===== config.mk =====
export PLATFORM = sky130hd
export DESIGN_NAME = gerador_operandos
export DESIGN_NICKNAME = d
export VERILOG_FILES = /design/src/rtl/gerador_operandos.sv
export SDC_FILE = /design/constraint.sdc
export NUM_CORES = 1
export LEC_CHECK = 0
export CAP_MARGIN = 30
export CORE_UTILIZATION = 53
export CTS_BUF_LIST = sky130_fd_sc_hd__clkbuf_4 sky130_fd_sc_hd__clkbuf_8
export DETAILED_ROUTE_END_ITERATION = 8
export GPL_TIMING_DRIVEN = 1
export PLACE_DENSITY = 0.83
export SYNTH_ARGS = -nofsm -noshare
export SYNTH_HDL_FRONTEND = slang
export SYNTH_SLANG_ARGS = --single-unit
export TNS_END_PERCENT = 30

===== constraint.sdc =====
create_clock -name clk -period 2.3 [get_ports clk]
set_input_delay 0.23 -clock clk [delete_from_list [all_inputs] [get_ports clk]]
set_output_delay 0.23 -clock clk [all_outputs]
set_load 0.005 [all_outputs]

===== src/rtl/gerador_operandos.sv =====
// gerador_operandos
//   Stimulus source for the logic-gate block. It walks through every (a,b)
//   operand pair and holds each pair for DWELL un-paused cycles. A
//   start/pause/done handshake lets a controller or a bench sequence the run.
//
//   Parameters
//     WIDTH : width of each operand bus (2, 3 or 4)
//     DWELL : cycles each pair stays valid (1..255)
//
//   Ports
//     clk   : system clock, rising edge
//     rst_n : asynchronous active-low reset
//     start : begins a run; only looked at while idle
//     pause : freezes the sequence while high
//     a, b  : operand buses to the gate block (a = MSBs of the pair code)
//     valid : a/b hold a live pair this cycle
//     busy  : a run is in progress (running or paused)
//     done  : one-cycle pulse after the last pair
//     idx   : index of the current pair, 0 .. 2^(2*WIDTH)-1
//
//   Optional build macro GERADOR_LFSR_EN
//     When defined, the pair codes come from a 2*WIDTH-bit Fibonacci LFSR
//     instead of being equal to idx. Pair 0 is still all-zeros and pair 1 is
//     the seed 1, so every code still appears exactly once per run.

module gerador_operandos #(
  parameter int WIDTH = 3,
  parameter int DWELL = 4
) (
  input  logic               clk,
  input  logic               rst_n,
  input  logic               start,
  input  logic               pause,
  output logic [WIDTH-1:0]   a,
  output logic [WIDTH-1:0]   b,
  output logic               valid,
  output logic               busy,
  output logic               done,
  output logic [2*WIDTH-1:0] idx
);

  localparam int IW = 2 * WIDTH;
  localparam logic [IW-1:0] IDX_LAST = '1;
  localparam logic [7:0]    DWELL_C  = 8'(DWELL);

  typedef enum logic [1:0] {
    IDLE = 2'd0,
    RUN  = 2'd1,
    HOLD = 2'd2,
    DONE = 2'd3
  } state_e;

  state_e        state_q, state_d;
  logic [7:0]    cnt_q, cnt_d;
  logic [IW-1:0] idx_q, idx_d;

  // Pulses from the sequencer telling the pair-code logic what to do.
  logic advancePair;
  logic clearPair;

  // State, dwell counter and pair index registers.
  always_ff @(posedge clk or negedge rst_n) begin
    if (!rst_n) begin
      state_q <= IDLE;
      cnt_q   <= 8'd0;
      idx_q   <= '0;
    end else begin
      state_q <= state_d;
      cnt_q   <= cnt_d;
      idx_q   <= idx_d;
    end
  end

  // Sequencer. RUN and HOLD share one decision: pause wins and parks the
  // block in HOLD with everything frozen; otherwise the dwell either keeps
  // counting or the pair ends. Resuming from HOLD counts the resume cycle
  // as the next dwell cycle, so a paused pair still gets exactly DWELL
  // valid cycles in total. A pair whose dwell was already complete when
  // the pause hit advances straight away on resume.
  always_comb begin
    state_d     = state_q;
    cnt_d       = cnt_q;
    idx_d       = idx_q;
    advancePair = 1'b0;
    clearPair   = 1'b0;
    case (state_q)
      IDLE: begin
        if (start) begin
          state_d   = RUN;
          cnt_d     = 8'd1;
          idx_d     = '0;
          clearPair = 1'b1;
        end
      end
      RUN, HOLD: begin
        if (pause) begin
          state_d = HOLD;
        end else begin
          state_d = RUN;
          if (cnt_q < DWELL_C) begin
            cnt_d = cnt_q + 8'd1;
          end else if (idx_q == IDX_LAST) begin
            // End of run is detected before idx could overflow.
            state_d = DONE;
          end else begin
            idx_d       = idx_q + 1'b1;
            cnt_d       = 8'd1;
            advancePair = 1'b1;
          end
        end
      end
      DONE: begin
        state_d   = IDLE;
        cnt_d     = 8'd0;
        idx_d     = '0;
        clearPair = 1'b1;
      end
      default: begin
        state_d   = IDLE;
        cnt_d     = 8'd0;
        idx_d     = '0;
        clearPair = 1'b1;
      end
    endcase
  end

`ifdef GERADOR_LFSR_EN
  logic [IW-1:0] pair_q, pair_d;
  logic [IW-1:0] lfsrNext;
  logic          feedback;

  // Maximal-length feedback polynomials for each supported pair width.
  if (WIDTH == 2) begin : gFb4
    assign feedback = pair_q[3] ^ pair_q[2];
  end else if (WIDTH == 3) begin : gFb6
    assign feedback = pair_q[5] ^ pair_q[4];
  end else begin : gFb8
    assign feedback = pair_q[7] ^ pair_q[5] ^ pair_q[4] ^ pair_q[3];
  end

  assign lfsrNext = {pair_q[IW-2:0], feedback};

  // Pair code: zero for pair 0, seed 1 for pair 1, then one LFSR shift per
  // advance. The LFSR never visits zero, so zero plus its 2^IW-1 states
  // cover every code once.
  always_comb begin
    pair_d = pair_q;
    if (clearPair) begin
      pair_d = '0;
    end else if (advancePair) begin
      pair_d = (idx_q == '0) ? {{(IW-1){1'b0}}, 1'b1} : lfsrNext;
    end
  end

  // Pair code register.
  always_ff @(posedge clk or negedge rst_n) begin
    if (!rst_n) begin
      pair_q <= '0;
    end else begin
      pair_q <= pair_d;
    end
  end

  assign {a, b} = pair_q;
`else
  // Sequential ordering: the pair code is the index itself.
  assign {a, b} = idx_q;
`endif

  assign idx   = idx_q;
  assign valid = (state_q == RUN);
  assign busy  = (state_q == RUN) || (state_q == HOLD);
  assign done  = (state_q == DONE);

endmodule


==> results of run 1 <==
sequential cells by signal, indices dropped and copies added, names as in the netlist:
register  flops
state_q       2
cnt_q         8
idx           6
power breakdown:
group / total [mW] / switching, mW / internal (mW)
sequential: 0.373 / 0.0457 / 0.328
combinational: 0.597 / 0.326 / 0.271
clock: 0.188 / 0.0916 / 0.0965
total: 1.16 / 0.463 / 0.695
cell usage in the layout (no fill, tap or decap), types with 2 or more instances in the layout:
cell type        instances
a21o_1                   3
a21oi_1                  4
and2_1                   2
and3_1                   2
buf_4                    2
clkbuf_4                 3
clkdlybuf4s50_1         18
dfrtp_1                 16
ha_1                     5
inv_1                    4
nand2_1                 15
nand3_1                  7
nand4_1                  4
nor2_1                   8
o211ai_1                 3
o21ai_0                  2
o22ai_1                  2
or3_1                    2
area by class of cell:
class	count	area [sq um]
clock buffers	4	36.3
flip-flops and latches	16	400
repair buffers	20	195
multi-input cells	77	504
fillers	147	563
inverters	4	15.0
well taps	25	31.3
metal layers:
| metal | GRT usage (%) | vias to the layer above | routed length (um) |
|---|---|---|---|
| met5 | 0 | - | 0 |
| met4 | 7.27 | 0 | 19 |
| met3 | 3.60 | 2 | 157 |
| met2 | 34.2 | 44 | 917 |
| met1 | 28.9 | 407 | 885 |
| li1 | - | 406 | - |
stage by stage:
stage	hold slack, ns	setup WS [ns]	std cells	cell area (sq um)	power, mW
global route	0.412	0.0208	146	1180	1.23
finish	0.357	0.121	146	1180	1.16
CTS	0.382	0.122	146	1180	1.16
global placement	0.496	0.470	142	1150	0.946
detailed placement	0.505	0.404	142	1150	0.964
floorplan	-0.0656	0.434	106	987	0.793
worst max path at each step:
| stage | startpoint | to | slack, ns | depth (start not counted) |
|---|---|---|---|---|
| floorplan | state_q[0]$_DFFE_PN0P_ | idx[0]$_DFFE_PN0P_ | 0.43 | 8 |
| global placement | start | cnt_q[0]$_DFFE_PN0P_ | 0.47 | 6 |
| detailed placement | state_q[0]$_DFFE_PN0P_ | idx[4]$_DFFE_PN0P_ | 0.40 | 7 |
| CTS | state_q[0]$_DFFE_PN0P_ | busy | 0.12 | 4 |
| global route | state_q[0]$_DFFE_PN0P_ | busy | 0.02 | 4 |
| finish | state_q[0]$_DFFE_PN0P_ | busy | 0.12 | 4 |
cells by family (layout without fill, tap and decap cells):
| kind of cell | count (synthesis) | after routing |
|---|---|---|
| AOI/OAI and AO/OA | 22 | 22 |
| xor gates and xnor gates | 1 | 1 |
| adders and majority gates | 5 | 5 |
| buffers and inverters | 13 | 28 |
| DFF | 16 | 16 |
| and+or+nand+nor | 49 | 49 |
==> flow_summary.toml, run 1 <==
[detailed_routing]
ant_nets = 0
drtIter0Drc = 25
vias_per_cell = 5.88
wl_per_cell_um = 13.6
drc_errors = 0
routed-via-count = 859
wirelength_um = 1980
drtPass1Iterations = 4

[timing]
clock_skew_ns = 0.00143
hold_viol = 0
rsz0062_at_grt = "no"
finalMaxSlewViolations = 0
fin_crit_sh_pct = 94.7
fmax_mhz = 459
slew_headroom_pct = 52.5
setup_violations = 0
tns_ns = 0
period_minus_slack_ns = 2.18
worst_pin_slew_ns = 0.711

[logic_synthesis]
synth_top_family_by_area = "simple AND/OR/NAND/NOR gates"
synth.yosys.seq_area_share_pct = 40.6
syn_nets = 115
synth-edff-count = 0
synthMuxAreaShare_pct = 0
synth-simple-area-share_pct = 26.7
synth_compound_area_share_pct = 17.1
synth.distinct_cells = 36
synthAdderAreaFrac_pct = 6.34
ys.flop_type = "dfrtp_1"
ys_top_cells_by_area = "dfrtp_1 41%, ha_1 6.3%, nand2_1 5.7%"
syn_area_sq_um = 987
synth_area_per_cell_sq_um = 9.31
yosysWarnings = 0
syn-instance-count = 106
synth.most_common_cell = "dfrtp_1"
synthXorXnorAreaFrac_pct = 0.887
synth_top_area_share_pct = 40.6
yosysTopAreaCell = "dfrtp_1"
synth_seq_cells = 16
async_flop_share_pct = 100
synthTopCellsByCount = "16 x dfrtp_1, 15 x nand2_1, 8 x nor2_1, 7 x buf_4, 7 x nand3_1"

[cells_and_area]
drive_above_1_share_pct = 9.09
nNetsFinal = 131
diodes = 0
areaGrowthSynthToFinish_pct = 19.8
final_util_pct = 67.7

[clock_network]
cts_tree = "built"
cts_buffer_depth = 2
cts.htree.levels = 1
cts_buffers = 3
path_clk_slew_ns = 0.09
root_buffer = "clkbuf_4"
clk_latency_ns = 0.29
cts_setup_buffers = 0
post_cts_resized = 0
clock_sinks = 16
cts_hold_buf = 0

[critical_path]
cp_max_fo = 10
cp_top_family = "buffers and inverters"
r2r_end = "idx[4]$_DFFE_PN0P_"
cpPeakStageDelay_ns = 0.51
cp.arrival_ns = 1.95
cp-end-kind = "output port"
cp.buffers_inverters = 3
r2r_slack_ns = 0.35
crit_chain = "inv_1 > ha_1 > buf_4 > clkdlybuf4s50_1"
cp.required_ns = 2.07
slowest_stage = "clkdlybuf4s50_1"
rr_worst_depth = 7
reg2reg_from = "state_q[0]$_DFFE_PN0P_"
criticalPathCategory = "reg -> out"
startpoint_type = "register"

[floorplanning]
io_pins = 19
die_width_um = 45.2
start_util_pct = 56.6
design.core.area_sq_mm = 0.00175
rows = 15
die_h_um = 45.2
die-area_sq_mm = 0.00204

[placement]
hpwl_um = 1460
port-buffer-count = 18
routabilityCongestion = 0.804

[grt]
grt.overflow.total = 0
grt_pass1_vias = 758
grt_usage_pct = 21.3
antenna_found_initial = 0
grt_max_degree = 17
grt_pass1_wl_um = 3160

[power_and_ir_drop]
leakage_nw = 0.515
power_density_mw_per_mm2 = 980
ir_drop_mv = 0.557

[run_status]
status = "complete, no violations"

[hold_path]
min_path_type = "in -> async"

[run]
cap_violations = 0
Power figures use the tool's default switching activity.
==> run 2: changes to the inputs <==
- ABC_CLOCK_PERIOD_IN_PS: unset -> 2300
- CTS_CLUSTER_DIAMETER: unset -> 100
==> results of run 2 <==
Same layout as run 1: the final DEF is identical, and so are final timing and power.
==> run 3: changes to the inputs <==
- GPL_TIMING_DRIVEN: 1 -> 0
- SLEW_MARGIN: unset -> 20
==> flow_summary.toml, run 3 (synthesis gave the netlist of run 1 again) <==
[floorplanning]
design.core.area_sq_mm = 0.00175
io_pins = 19
start_util_pct = 56.6
rows = 15
die_width_um = 45.2
die-area_sq_mm = 0.00204
die_h_um = 45.2

[cells_and_area]
nNetsFinal = 138
regMostFlops = "cnt_q"
seq_area_sq_um = 400
final_common_cell = "clkdlybuf4s50_1"
multi_input_area_sq_um = 508
mostFrequentLayoutCells = "18 x clkdlybuf4s50_1, 16 x dfrtp_1, 15 x nand2_1"
largest_reg_flops = 8
fill_cells = 144
areaGrowthSynthToFinish_pct = 25.5
drive_above_1_share_pct = 14.1
diodes = 0
stdcell_count = 153

[power_and_ir_drop]
ir_drop_mv = 0.538
seq_power_share_pct = 31.8
power_frac_comb_pct = 52.5
power_density_mw_per_mm2 = 950
power.internal_mw = 0.711
pwr-share-clk_pct = 15.7
leakage_nw = 0.552
swShare_pct = 39.6
switchingPower_mw = 0.466

[clock_network]
clk_latency_ns = 0.29
cts_buffers = 3
cts.htree.levels = 1
cts_tree = "built"
root_buffer = "clkbuf_4"
clock_sinks = 16
cts_hold_buf = 0
cts_buffer_depth = 2
path_clk_slew_ns = 0.09
cts_setup_buffers = 0
post_cts_resized = 0

[critical_path]
cpPeakStageDelay_ns = 0.39
r2r_slack_ns = 0.29
cp.arrival_ns = 2.19
criticalPathCategory = "reg -> reg"
cp_max_fo = 8
cp-end-kind = "register"
slowest_stage = "dfrtp_1"
reg2reg_from = "state_q[0]$_DFFE_PN0P_"
cp.required_ns = 2.48
r2r_end = "idx[0]$_DFFE_PN0P_"
rr_worst_depth = 8
cp_top_family = "compound AO/OA/AOI/OAI gates"
startpoint_type = "register"
crit_chain = "inv_1 > ha_1 > buf_4 > nand4_1 > o21ai_2 > nor3_1 > a21o_1 > a22o_1"
cp.buffers_inverters = 2

[detailed_routing]
wirelength_um = 1960
wl_per_cell_um = 12.8
routed-via-count = 860
ant_nets = 0
drtIter0Drc = 33
drc_errors = 0
vias_per_cell = 5.62
drtPass1Iterations = 5

[run_status]
status = "complete, no violations"

[placement]
port-buffer-count = 18
pre_cts_slack_ns = 0.148
routabilityCongestion = 0.779
place_inst = 149
hpwl_um = 1470

[timing]
period_minus_slack_ns = 2.01
slew_headroom_pct = 53.7
clock_skew_ns = 0.00718
worst_pin_slew_ns = 0.692
worst_slack_ns = 0.285
fmax_mhz = 496
hold_viol = 0
rsz0062_at_grt = "no"
fin_crit_sh_pct = 87.6
setup_violations = 0
finalMaxSlewViolations = 0
tns_ns = 0

[hold_path]
min_path_type = "in -> async"

[grt]
grt_pass1_wl_um = 3240
grt.overflow.total = 0
grt_usage_pct = 22.1
grt_pass1_vias = 737
grt_max_degree = 17
antenna_found_initial = 0

[run]
cap_violations = 0
## run 3: changes by cell type in the layout (fill, tap and decap cells not counted), sizes merged
cell,delta
clkbuf,+1
buf,+6
## run 3: metrics by stage
step           hold slack [ns]  utilization (%)  power (mW)  cell area [sq um]
3_3_place_gp             0.498             68.7       0.972               1200
6_report                 0.347             71.0        1.18               1240
2_1_floorplan          -0.0656                -       0.793                987
5_1_grt                  0.404             71.0        1.27               1240
4_1_cts                  0.379             70.8        1.18               1230
3_5_place_dp             0.522             68.7       0.990               1200
## run 3: worst max-delay path by stage
| stage | slack [ns] | cells past startpoint | endpoint | from |
|---|---|---|---|---|
| finish | 0.29 | 8 | idx[0]$_DFFE_PN0P_ | state_q[0]$_DFFE_PN0P_ |
| global route | 0.16 | 8 | idx[0]$_DFFE_PN0P_ | state_q[0]$_DFFE_PN0P_ |
| CTS | 0.12 | 8 | idx[0]$_DFFE_PN0P_ | state_q[0]$_DFFE_PN0P_ |
| detailed placement | 0.15 | 8 | idx[0]$_DFFE_PN0P_ | state_q[0]$_DFFE_PN0P_ |
| global placement | 0.24 | 8 | idx[0]$_DFFE_PN0P_ | state_q[0]$_DFFE_PN0P_ |
| floorplan | 0.43 | 8 | idx[0]$_DFFE_PN0P_ | state_q[0]$_DFFE_PN0P_ |
## run 3: power by group through the flow
| stage | registers [mW] | clock network [mW] | logic (mW) |
|---|---|---|---|
| finish | 0.374 | 0.185 | 0.618 |
| global route | 0.379 | 0.204 | 0.688 |
| global placement | 0.376 | 0 | 0.596 |
| detailed placement | 0.380 | 0 | 0.609 |
| CTS | 0.375 | 0.191 | 0.614 |
| floorplan | 0.370 | 0 | 0.422 |
## run 3: layer usage
metal | GRT usage (%) | up-vias | share of wire, %
met5 | 0 | - | 0
met2 | 34.2 | 29 | 45
met1 | 30.6 | 406 | 48
met3 | 2.40 | 5 | 5.5
met4 | 10.9 | 0 | 2.0
li1 | - | 420 | -
## run 3: layout make-up
class / instances / share of cell area (%)
multi-input combinational: 77 / 41.0
tap: 25 / 2.53
sequential: 16 / 32.3
inverter: 4 / 1.21
clock buffer: 4 / 2.93
timing repair buffer: 18 / 14.5
buffer: 9 / 5.45
